**src/rtl/pipeline_pkg.sv**
```systemverilog
`default_nettype none
// ============================================================================
//  Module      : pipeline_pkg
//  Description : Types shared by uop_fetch, uop_pair_queue and decode.
//  Revision    : 1.0 - initial release
// ============================================================================
package pipeline_pkg;

    localparam int MAX_PREDICT_DEPTH_BITS = 4;
    localparam int INSTR_BITS             = 32;

    typedef struct packed {
        logic [INSTR_BITS-1:0]             instr1;
        logic [INSTR_BITS-1:0]             instr2;
        logic [MAX_PREDICT_DEPTH_BITS-1:0] tag1;
        logic [MAX_PREDICT_DEPTH_BITS-1:0] tag2;
    } uop_pair_t;

    localparam int UOP_PAIR_BITS = $bits(uop_pair_t);

endpackage : pipeline_pkg
`default_nettype wire

```
**src/rtl/uop_pair_queue.sv**
```systemverilog
`default_nettype none
// ============================================================================
//  Module      : uop_pair_queue
//  Description : Flop-based circular FIFO of instruction pairs between
//                uop_fetch and decode; flushed by the pipeline clear.
//  Revision    : 1.0 - initial release
// ============================================================================
module uop_pair_queue
    import pipeline_pkg::*;
#(
    parameter int DEPTH    = 4,
    parameter int TAG_BITS = MAX_PREDICT_DEPTH_BITS
) (
    input  logic                       clk,
    input  logic                       reset,
    input  logic                       clear,
    input  logic                       prev_valid,
    output logic                       stalled,
    input  logic [31:0]                in_instruction_1,
    input  logic [31:0]                in_instruction_2,
    input  logic [TAG_BITS-1:0]        in_branch_tag_1,
    input  logic [TAG_BITS-1:0]        in_branch_tag_2,
    output logic                       valid,
    input  logic                       next_stalled,
    output logic [31:0]                out_instruction_1,
    output logic [31:0]                out_instruction_2,
    output logic [TAG_BITS-1:0]        out_branch_tag_1,
    output logic [TAG_BITS-1:0]        out_branch_tag_2,
    output logic [$clog2(DEPTH):0]     occupancy
);

    localparam int PTR_W = $clog2(DEPTH);
    localparam int CNT_W = PTR_W + 1;

    localparam logic [CNT_W-1:0] c_full_count = CNT_W'(DEPTH);

    uop_pair_t          r_mem [DEPTH];
    logic [PTR_W-1:0]   r_rd_ptr;
    logic [PTR_W-1:0]   r_wr_ptr;
    logic [CNT_W-1:0]   r_count;

    logic               w_full;
    logic               w_nonempty;
    logic               w_enq;
    logic               w_deq;
    uop_pair_t          w_wr_pair;
    uop_pair_t          w_head;

    // Status flags come from the count register only, so no input reaches an output.
    assign w_full     = (r_count == c_full_count);
    assign w_nonempty = (r_count != '0);
    assign w_enq      = prev_valid && !w_full;
    assign w_deq      = w_nonempty && !next_stalled;

    assign w_wr_pair.instr1 = in_instruction_1;
    assign w_wr_pair.instr2 = in_instruction_2;
    assign w_wr_pair.tag1   = in_branch_tag_1;
    assign w_wr_pair.tag2   = in_branch_tag_2;

    assign w_head = r_mem[r_rd_ptr];

    assign stalled           = w_full;
    assign valid             = w_nonempty;
    assign occupancy         = r_count;
    assign out_instruction_1 = w_head.instr1;
    assign out_instruction_2 = w_head.instr2;
    assign out_branch_tag_1  = w_head.tag1;
    assign out_branch_tag_2  = w_head.tag2;

    // Payload storage is deliberately left out of reset; the count guards it.
    always_ff @(posedge clk) begin
        if (w_enq && !clear) begin
            r_mem[r_wr_ptr] <= w_wr_pair;
        end
    end

    always_ff @(posedge clk or negedge reset) begin
        if (!reset) begin
            r_rd_ptr <= '0;
            r_wr_ptr <= '0;
            r_count  <= '0;
        end else if (clear) begin
            r_rd_ptr <= '0;
            r_wr_ptr <= '0;
            r_count  <= '0;
        end else begin
            if (w_enq) begin
                r_wr_ptr <= r_wr_ptr + PTR_W'(1);
            end
            if (w_deq) begin
                r_rd_ptr <= r_rd_ptr + PTR_W'(1);
            end
            case ({w_enq, w_deq})
                2'b10:   r_count <= r_count + CNT_W'(1);
                2'b01:   r_count <= r_count - CNT_W'(1);
                default: r_count <= r_count;
            endcase
        end
    end

endmodule : uop_pair_queue
`default_nettype wire

```
**config.mk**
```make
export PLATFORM = sky130hd
export DESIGN_NAME = uop_pair_queue
export DESIGN_NICKNAME = d
export VERILOG_FILES = /design/src/rtl/pipeline_pkg.sv /design/src/rtl/uop_pair_queue.sv
export SDC_FILE = /design/constraint.sdc
export NUM_CORES = 1
export LEC_CHECK = 0
export ABC_AREA = 0
export CAP_MARGIN = 10
export CORE_ASPECT_RATIO = 1.1
export CORE_UTILIZATION = 54
export CTS_CLUSTER_DIAMETER = 60
export CTS_CLUSTER_SIZE = 25
export DETAILED_ROUTE_END_ITERATION = 10
export PLACE_DENSITY_LB_ADDON = 0.15
export SLEW_MARGIN = 20
export SYNTH_ARGS = -nofsm -noshare
export SYNTH_HDL_FRONTEND = slang
export SYNTH_SLANG_ARGS = --single-unit
```
**constraint.sdc**
```tcl
create_clock -name clk -period 4.12 [get_ports clk]
set_clock_uncertainty 0.2 [all_clocks]
set_input_delay 0.618 -clock clk [delete_from_list [all_inputs] [get_ports clk]]
set_output_delay 0.618 -clock clk [all_outputs]
set_load 0.02 [all_outputs]
```
After elaboration in Yosys (flattened, before gate mapping)
Memory sizes are Yosys's and may differ from the RTL's.
Index checks and enable logic that the tools add are counted.

word-level totals
  flip-flop bits (word level) = 7
  bits in writable memories = 288
  bits of input ports = 77
  output and inout bits = 77
  word-level logic and storage cells = 29
  memories kept = 1

memory list
  name   words  width  rd ports  clocked after Yosys merged registers in  wr ports  line                  RTL
  r_mem  4      72     1         0                                        1         uop_pair_queue.sv:37  uop_pair_t r_mem [DEPTH];

cells by class
  $add $sub $neg = 4
  eq/ne operators = 3
  muxes and demuxes = 8
  reductions and logical operators = 10

operators by type and width
  cell                 number
  $mux 2               4
  $pmux 3 s2           1
  $reduce_bool 3->1    2
  $add 2x1->2 const B  2
  $reduce_bool 2->1    2
  $add 3x1->3 const B  1
  $eq 3x3->1 const B   1
  $logic_and 1x1->1    3
  $logic_not 1->1      3
  $mux 3               1
  $sub 3x1->3 const B  1
  $eq 2x1->1 const B   1
  $eq 2x2->1 const B   1
  $mux 1               2

Depth between registers and ports, before layout
Gate-level depths: netlist of the first run.

  word-level depth = 6
  depth in mapped cells = 7
  mapped depth without buffers = 6

Worst setup path before layout of the first run
No wires, ideal clock.

  path type = input -> register
  start = input port prev_valid
  end = memory r_mem[0][0] (netlist name), enable pin
  library setup time = 438 ps
  arrival time = 2852 ps
  data required time = 3482 ps
  slack = 630 ps
  stages = 4
  buffers on the path = 1
  cells stage by stage = buf_2 inv_1 nor3_1 and2_1

between the ends
  word-level cells in the longest chain between the ends = 4

ends and longest elaborated chain
  what                          line                  RTL
  start: declaration            uop_pair_queue.sv:17  input logic prev_valid,
  $logic_and 1x1->1             uop_pair_queue.sv:52  assign w_enq = prev_valid && !w_full;
  $logic_and 1x1->1             uop_pair_queue.sv:72  if (w_enq && !clear) begin
  $mux 1                        uop_pair_queue.sv:72
  $mux 1 (not written as such)  uop_pair_queue.sv:73  r_mem[r_wr_ptr] <= w_wr_pair;
  end: declaration              uop_pair_queue.sv:37

No other way between the ends.

Final worst setup path of the first run
  start = register r_rd_ptr[0]
  end = output port out_instruction_2[21]

between the ends
  word-level cells in the longest chain between the ends = 1

ends and longest elaborated chain
  what                      line                  RTL
  start: declaration        uop_pair_queue.sv:38  logic [PTR_W-1:0] r_rd_ptr;
  start signal: assignment  uop_pair_queue.sv:91  r_rd_ptr <= r_rd_ptr + PTR_W'(1);
  $mem_v2 4x72              n/a
  end: declaration          uop_pair_queue.sv:26  output logic [31:0] out_instruction_2,

No other way between the ends.

==> key figures, run 1 <==
Clocking
  – CTS Hold Bufs: 0
  – Total CTS buffers: 16
  – TritonCTS clock tree: done
  – Worst-case clock buffer depth: 3
  – CTS clk-pin slew, worst paths: 0.09 ns
  – Clock sinks: 295
  – Clk root buf: clkbuf_16
  – Worst skew pair latency: 0.48 ns
  – Setup bufs post-CTS: 0
  – CTS resizes: 0
  – H-tree Lvls: 1

Floorplanning
  – Starting Density: 0.5500
  – Die Wd: ~140 µm
  – Core area: 19860 µm²
  – Die area: 20810 µm²
  – Die Y: 151.2 µm
  – Cell Rows: 54
  – I/O pin total: between 150 and 200

Synthesis
  – Yosys warning count: 0
  – Syn Area/Cell: approximately 25 µm²
  – Gate Count Post-Synth: about 440
  – Seq/Total Area, Yosys: 0.8076
  – Post-synth EDFFs: 288
  – Async SR Flop Fraction: 0.02373
  – Ys flop type: edfxtp_1
  – Distinct cells, synth: 33
  – Flops & latches, synth: 295
  – Mapped Area: around 11000 µm²
  – Syn Nets: 526

Timing
  – Final TNS setup: 0 ns
  – Endpoints failing setup: 0
  – Tmin final: between 3 and 4 ns
  – Slack of the critical path: approximately 0.39 ns
  – Worst-margin pin slew: 1.084 ns
  – Final worst-path cycle share: 0.9052
  – Worst hold slack: 0.1919 ns
  – Slew HR: 0.2773
  – Fin. Hold Viols: 0
  – Fmax: 0.2681 GHz
  – RSZ-0062 raised after global routing: false
  – Max Slew Vio Count: 0

GRT
  – Total grt overflow: 0
  – Largest net degree at the start of global routing: 75
  – Global-route total usage across every layer: 0.1906
  – Initial antenna violation count: 1
  – First-pass GRT wire length: between 20 and 30 mm
  – Vias in the first global route: 5126

Power
  – Peak supply drop: roughly 0.00051 V
  – Leakage power: 4.162 nW
  – P per Cell Area: about 470 nW/µm²

Layout
  – Most frequent cells in the layout: edfxtp_1, clkdlybuf4s50_1, mux4_2
  – Fill cells: 1265
  – Layout cells sized above 1: 0.1916
  – Leading cell type in the layout, fill and taps excluded: edfxtp_1
  – Layout Area Growth over Synthesis: 22.39%
  – Final net count: 690

Route
  – Drt via density: 5.718
  – Drt pass-1 iters: 4
  – Final ANT Viol Nets: 0
  – Post-route DRC: 0
  – Initial drt markers: 276
  – WL per Instance: between 20 and 25 µm
  – WL final: 19.15 mm
  – Via Count: 4969

Placed design
  – GP Congestion: 0.8079
  – Dpl hpwl: 12.18 mm
  – Pre-CTS WS: 0.8214 ns
  – # port buffers: 153

Min path
  – Hold Crit Class: in2async

Setup path
  – Worst setup SP type: flop
  – Arrival time worst endpoint: around 2.9 ns
  – Crit Path Class: reg2out
  – Crit end category: output pin
  – Crit-path max FO: 31
  – Worst R2R Setup Slack: 1.53 ns
  – Worst Path Required: 3.30 ns

Job
  – Max-Cap Viols: 0

Status
  – Run status: completed
-- worst max-delay path: stages (launching register included) --
cell	delay, ns
dfrtp_4	0.85
buf_4	0.44
mux4_2	0.56
clkdlybuf4s50_1	0.56
-- worst paths after layout --
kind                              start                     to  cells after the start
setup / recovery            r_rd_ptr[0]  out_instruction_2[21]                      3
hold / removal                    reset            r_wr_ptr[0]                      1
setup reg to reg           occupancy[0]           occupancy[1]                      6
hold reg to reg             r_wr_ptr[1]            r_wr_ptr[1]                      2
max in group asynchronous         reset            r_rd_ptr[0]                      1
min in group clk            r_wr_ptr[1]            r_wr_ptr[1]                      2
-- through the flow --
step | cells | area [µm²] | util | total power, mW
2_1_floorplan | 444 | 10930 | - | 4.161
3_3_place_gp | 842 | 12840 | 0.6466 | 4.639
3_5_place_dp | 842 | 12840 | 0.6466 | 4.663
4_1_cts | 868 | 13370 | 0.6730 | 6.398
5_1_grt | 869 | 13370 | 0.6732 | 6.561
6_report | 869 | 13370 | 0.6732 | 6.331
-- routing by layer --
metal / wire length, µm / track usage / vias up
met3: 1002 / 0.02979 / 22
met5: 0 / 0 / -
met1: 8007 / 0.2704 / 2585
met4: 433 / 0.05659 / 0
li1: - / - / 2209
met2: 9707 / 0.3093 / 153
-- state kept, by name, indices dropped and copies added (netlist names) --
name,flops
r_rd_ptr,2
occupancy,3
r_mem,288
r_wr_ptr,2
-- power by group --
group	switching, mW	total, mW	internal (mW)
combinational	0.496	1.08	0.579
clock	0.865	1.75	0.889
sequential	0.0948	3.50	3.41
-- kinds of logic after synthesis --
logic type                 Yosys count  share of synthesized area
muxes                               72                     0.1484
DFF                                295                     0.8076
AOI/OAI and AO/OA                   21                    0.01168
adders and majority gates            5                   0.006413
buffers and inverters               26                    0.01168
and+or+nand+nor                     24                    0.01340
xor gates and xnor gates             1                  0.0008018
-- cell type report --
class	instances	area, µm²	area share
inverter	6	22.52	0.001684
sequential	295	8831	0.6604
multi-input combinational	123	1984	0.1484
clock buffer	19	432.9	0.03238
timing repair buffer	166	1692	0.1265
clock inverter	7	91.34	0.006831
tap	252	315.3	0.02358
antenna	1	2.502	0.0001871
-- cells in the mapped netlist (2+ instances only) --
cell / count / share of area
edfxtp_1: 288 / 0.79
mux4_2: 72 / 0.15
buf_2: 9 / 0.0041
a21oi_1: 8 / 0.0037
dfrtp_1: 7 / 0.016
buf_1: 5 / 0.0017
buf_4: 5 / 0.0034
inv_1: 5 / 0.0017
o21ai_0: 5 / 0.0023
and2_1: 4 / 0.0023
ha_1: 4 / 0.0046
or3_1: 4 / 0.0023
nand2_1: 3 / 0.0010
a2111oi_0: 2 / 0.0016
nand3b_1: 2 / 0.0014
nor2_1: 2 / 0.00069
nor2b_1: 2 / 0.0011
nor3_1: 2 / 0.00092
Note: power is estimated with default switching activity, not from simulation.
==> run 2, diff against run 1 <==
- SKIP_CTS_REPAIR_TIMING: default -> 1
==> results of run 2 <==
The final DEF is identical to that of run 1; final timing and power are the same.
==> run 3, diff against run 2 <==
- CTS_CLUSTER_SIZE: 25 -> 8
==> run 3 against run 2 <==
Effect of this change: critical endpoint unchanged; combinational power about the same; final area up 4.4%; largest cell class unchanged; register-to-register slack better by 0.02 ns; sequential share of layout area down 2.8 points; flip-flop and latch count unchanged; fmax down 0.56%; wire length up 5.1%; clock-buffer cell count up 32; critical path depth unchanged; non-clock buffer count unchanged; core utilization up 3.0 points; global-route usage up 1.0 points.
==> key figures, run 3 (synthesis gave the netlist of run 1 again) <==
Timing
  – Worst-margin pin slew: between 1 and 1.5 ns
  – Final worst-path cycle share: 0.9103
  – Endpoints failing setup: 0
  – Fin. Hold Viols: 0
  – Max Slew Vio Count: 0
  – RSZ-0062 raised after global routing: false
  – Slew HR: 0.2561
  – Final TNS setup: 0 ns
  – Tmin final: around 3.8 ns
  – Fmax: around 0.27 GHz

Setup path
  – Worst Path Required: 3.30 ns
  – Worst setup SP type: flop
  – Crit-path max FO: 31
  – Worst R2R Setup Slack: 1.55 ns
  – R2r endpoint: occupancy[1]
  – Crit Path Class: reg2out
  – Critical path launch point: r_rd_ptr[0]
  – Crit Reg-Reg Startpoint: occupancy[0]
  – Crit end category: output pin
  – Arrival time worst endpoint: 2.93 ns
  – Reg2Reg Depth: 6
  – Worst setup path endpoint: out_instruction_2[21]

GRT
  – First-pass GRT wire length: a little over 30 mm
  – Largest net degree at the start of global routing: between 70 and 80
  – Total grt overflow: 0
  – Initial antenna violation count: 1
  – Vias in the first global route: 5452
  – Global-route total usage across every layer: 0.2006

Layout
  – Layout cells sized above 1: 0.2165
  – Most frequent cells in the layout: edfxtp_1, clkdlybuf4s50_1, mux4_2
  – Seq. cell area: 8831 µm²
  – Layout Area Growth over Synthesis: 27.79%
  – Top reg by flops: r_mem
  – Max reg flops: 288
  – Leading cell type in the layout, fill and taps excluded: edfxtp_1
  – Multi-input gate area: 1984 µm²
  – Fill cells: 1201
  – Final net count: 716
  – Layout Utilization: 0.7029

Route
  – Post-route DRC: 0
  – Final ANT Viol Nets: 0
  – WL per Instance: 22.49 µm
  – Drt via density: 5.745
  – WL final: 20.13 mm
  – Drt pass-1 iters: 4
  – Via Count: 5142
  – Initial drt markers: 280

Clocking
  – TritonCTS clock tree: done
  – Total CTS buffers: 42
  – CTS clk-pin slew, worst paths: about 0.050 ns
  – Worst skew pair latency: 0.50 ns
  – H-tree Lvls: 2
  – Worst-case clock buffer depth: 3
  – Clock sinks: 295
  – Clk root buf: clkbuf_16

Power
  – P per Cell Area: ~540 nW/µm²
  – Design Power: 7.514 mW
  – Leakage power: 4.448 nW
  – Peak supply drop: 0.0004091 V

Placed design
  – # port buffers: between 150 and 200
  – Dpl hpwl: around 12 mm
  – GP Congestion: ~0.81

Floorplanning
  – Core area: 19860 µm²
  – I/O pin total: 154
  – Die Y: 151.2 µm
  – Die area: 20810 µm²
  – Cell Rows: 54
  – Die Wd: 137.6 µm
  – Starting Density: 0.5500

Min path
  – Hold Crit Class: in2async

Status
  – Run status: completed

Job
  – Max-Cap Viols: 0
## run 3: per-stage QoR
stage / worst slack, ns / cell area [µm²] / std cells / hold WS (ns)
after floorplan: 0.6298 / 10930 / 444 / 0.1224
after global placement: 0.8845 / 12840 / 842 / 0.3867
after detailed placement: 0.8214 / 12840 / 842 / 0.4074
after CTS: 0.2872 / 13960 / 894 / 0.1824
after global routing: 0.1943 / 13960 / 895 / 0.1947
final: 0.3698 / 13960 / 895 / 0.1908
## run 3: worst min path at each step
stage,slack [ns],to,start,cells after the start
6_report,0.19,occupancy[1],reset,1
4_1_cts,0.18,occupancy[1],reset,1
2_1_floorplan,0.12,occupancy[0],reset,0
5_1_grt,0.19,occupancy[0],reset,1
3_5_place_dp,0.41,r_wr_ptr[0],r_wr_ptr[0],2
3_3_place_gp,0.39,r_wr_ptr[1],r_wr_ptr[1],2
## run 3: cell type report
type | count | area share
Multi-Input combinational cell | 123 | 0.1421
Clock buffer | 51 | 0.07922
Clock inverter | 1 | 0.0006273
Inverter | 6 | 0.001613
Sequential cell | 295 | 0.6325
Timing Repair Buffer | 166 | 0.1212
Tap cell | 252 | 0.02258
Antenna cell | 1 | 0.0001792
## run 3: critical path, stage by stage, from the launching register on
cell	delay (ns)
dfrtp_4	0.84
buf_4	0.44
mux4_2	0.57
clkdlybuf4s50_1	0.56
## run 3: power by group
part	switching [mW]	internal [mW]
Combinational	0.497	0.579
Sequential	0.0966	3.42
Clock	1.07	1.84
Total	1.67	5.85
## run 3: metal layers
metal | GRT usage | share of wire | vias up
met3 | 0.04518 | 0.060 | 33
li1 | - | - | 2265
met2 | 0.3284 | 0.51 | 187
met4 | 0.07143 | 0.023 | 0
met1 | 0.2666 | 0.41 | 2657
met5 | 0 | 0 | -
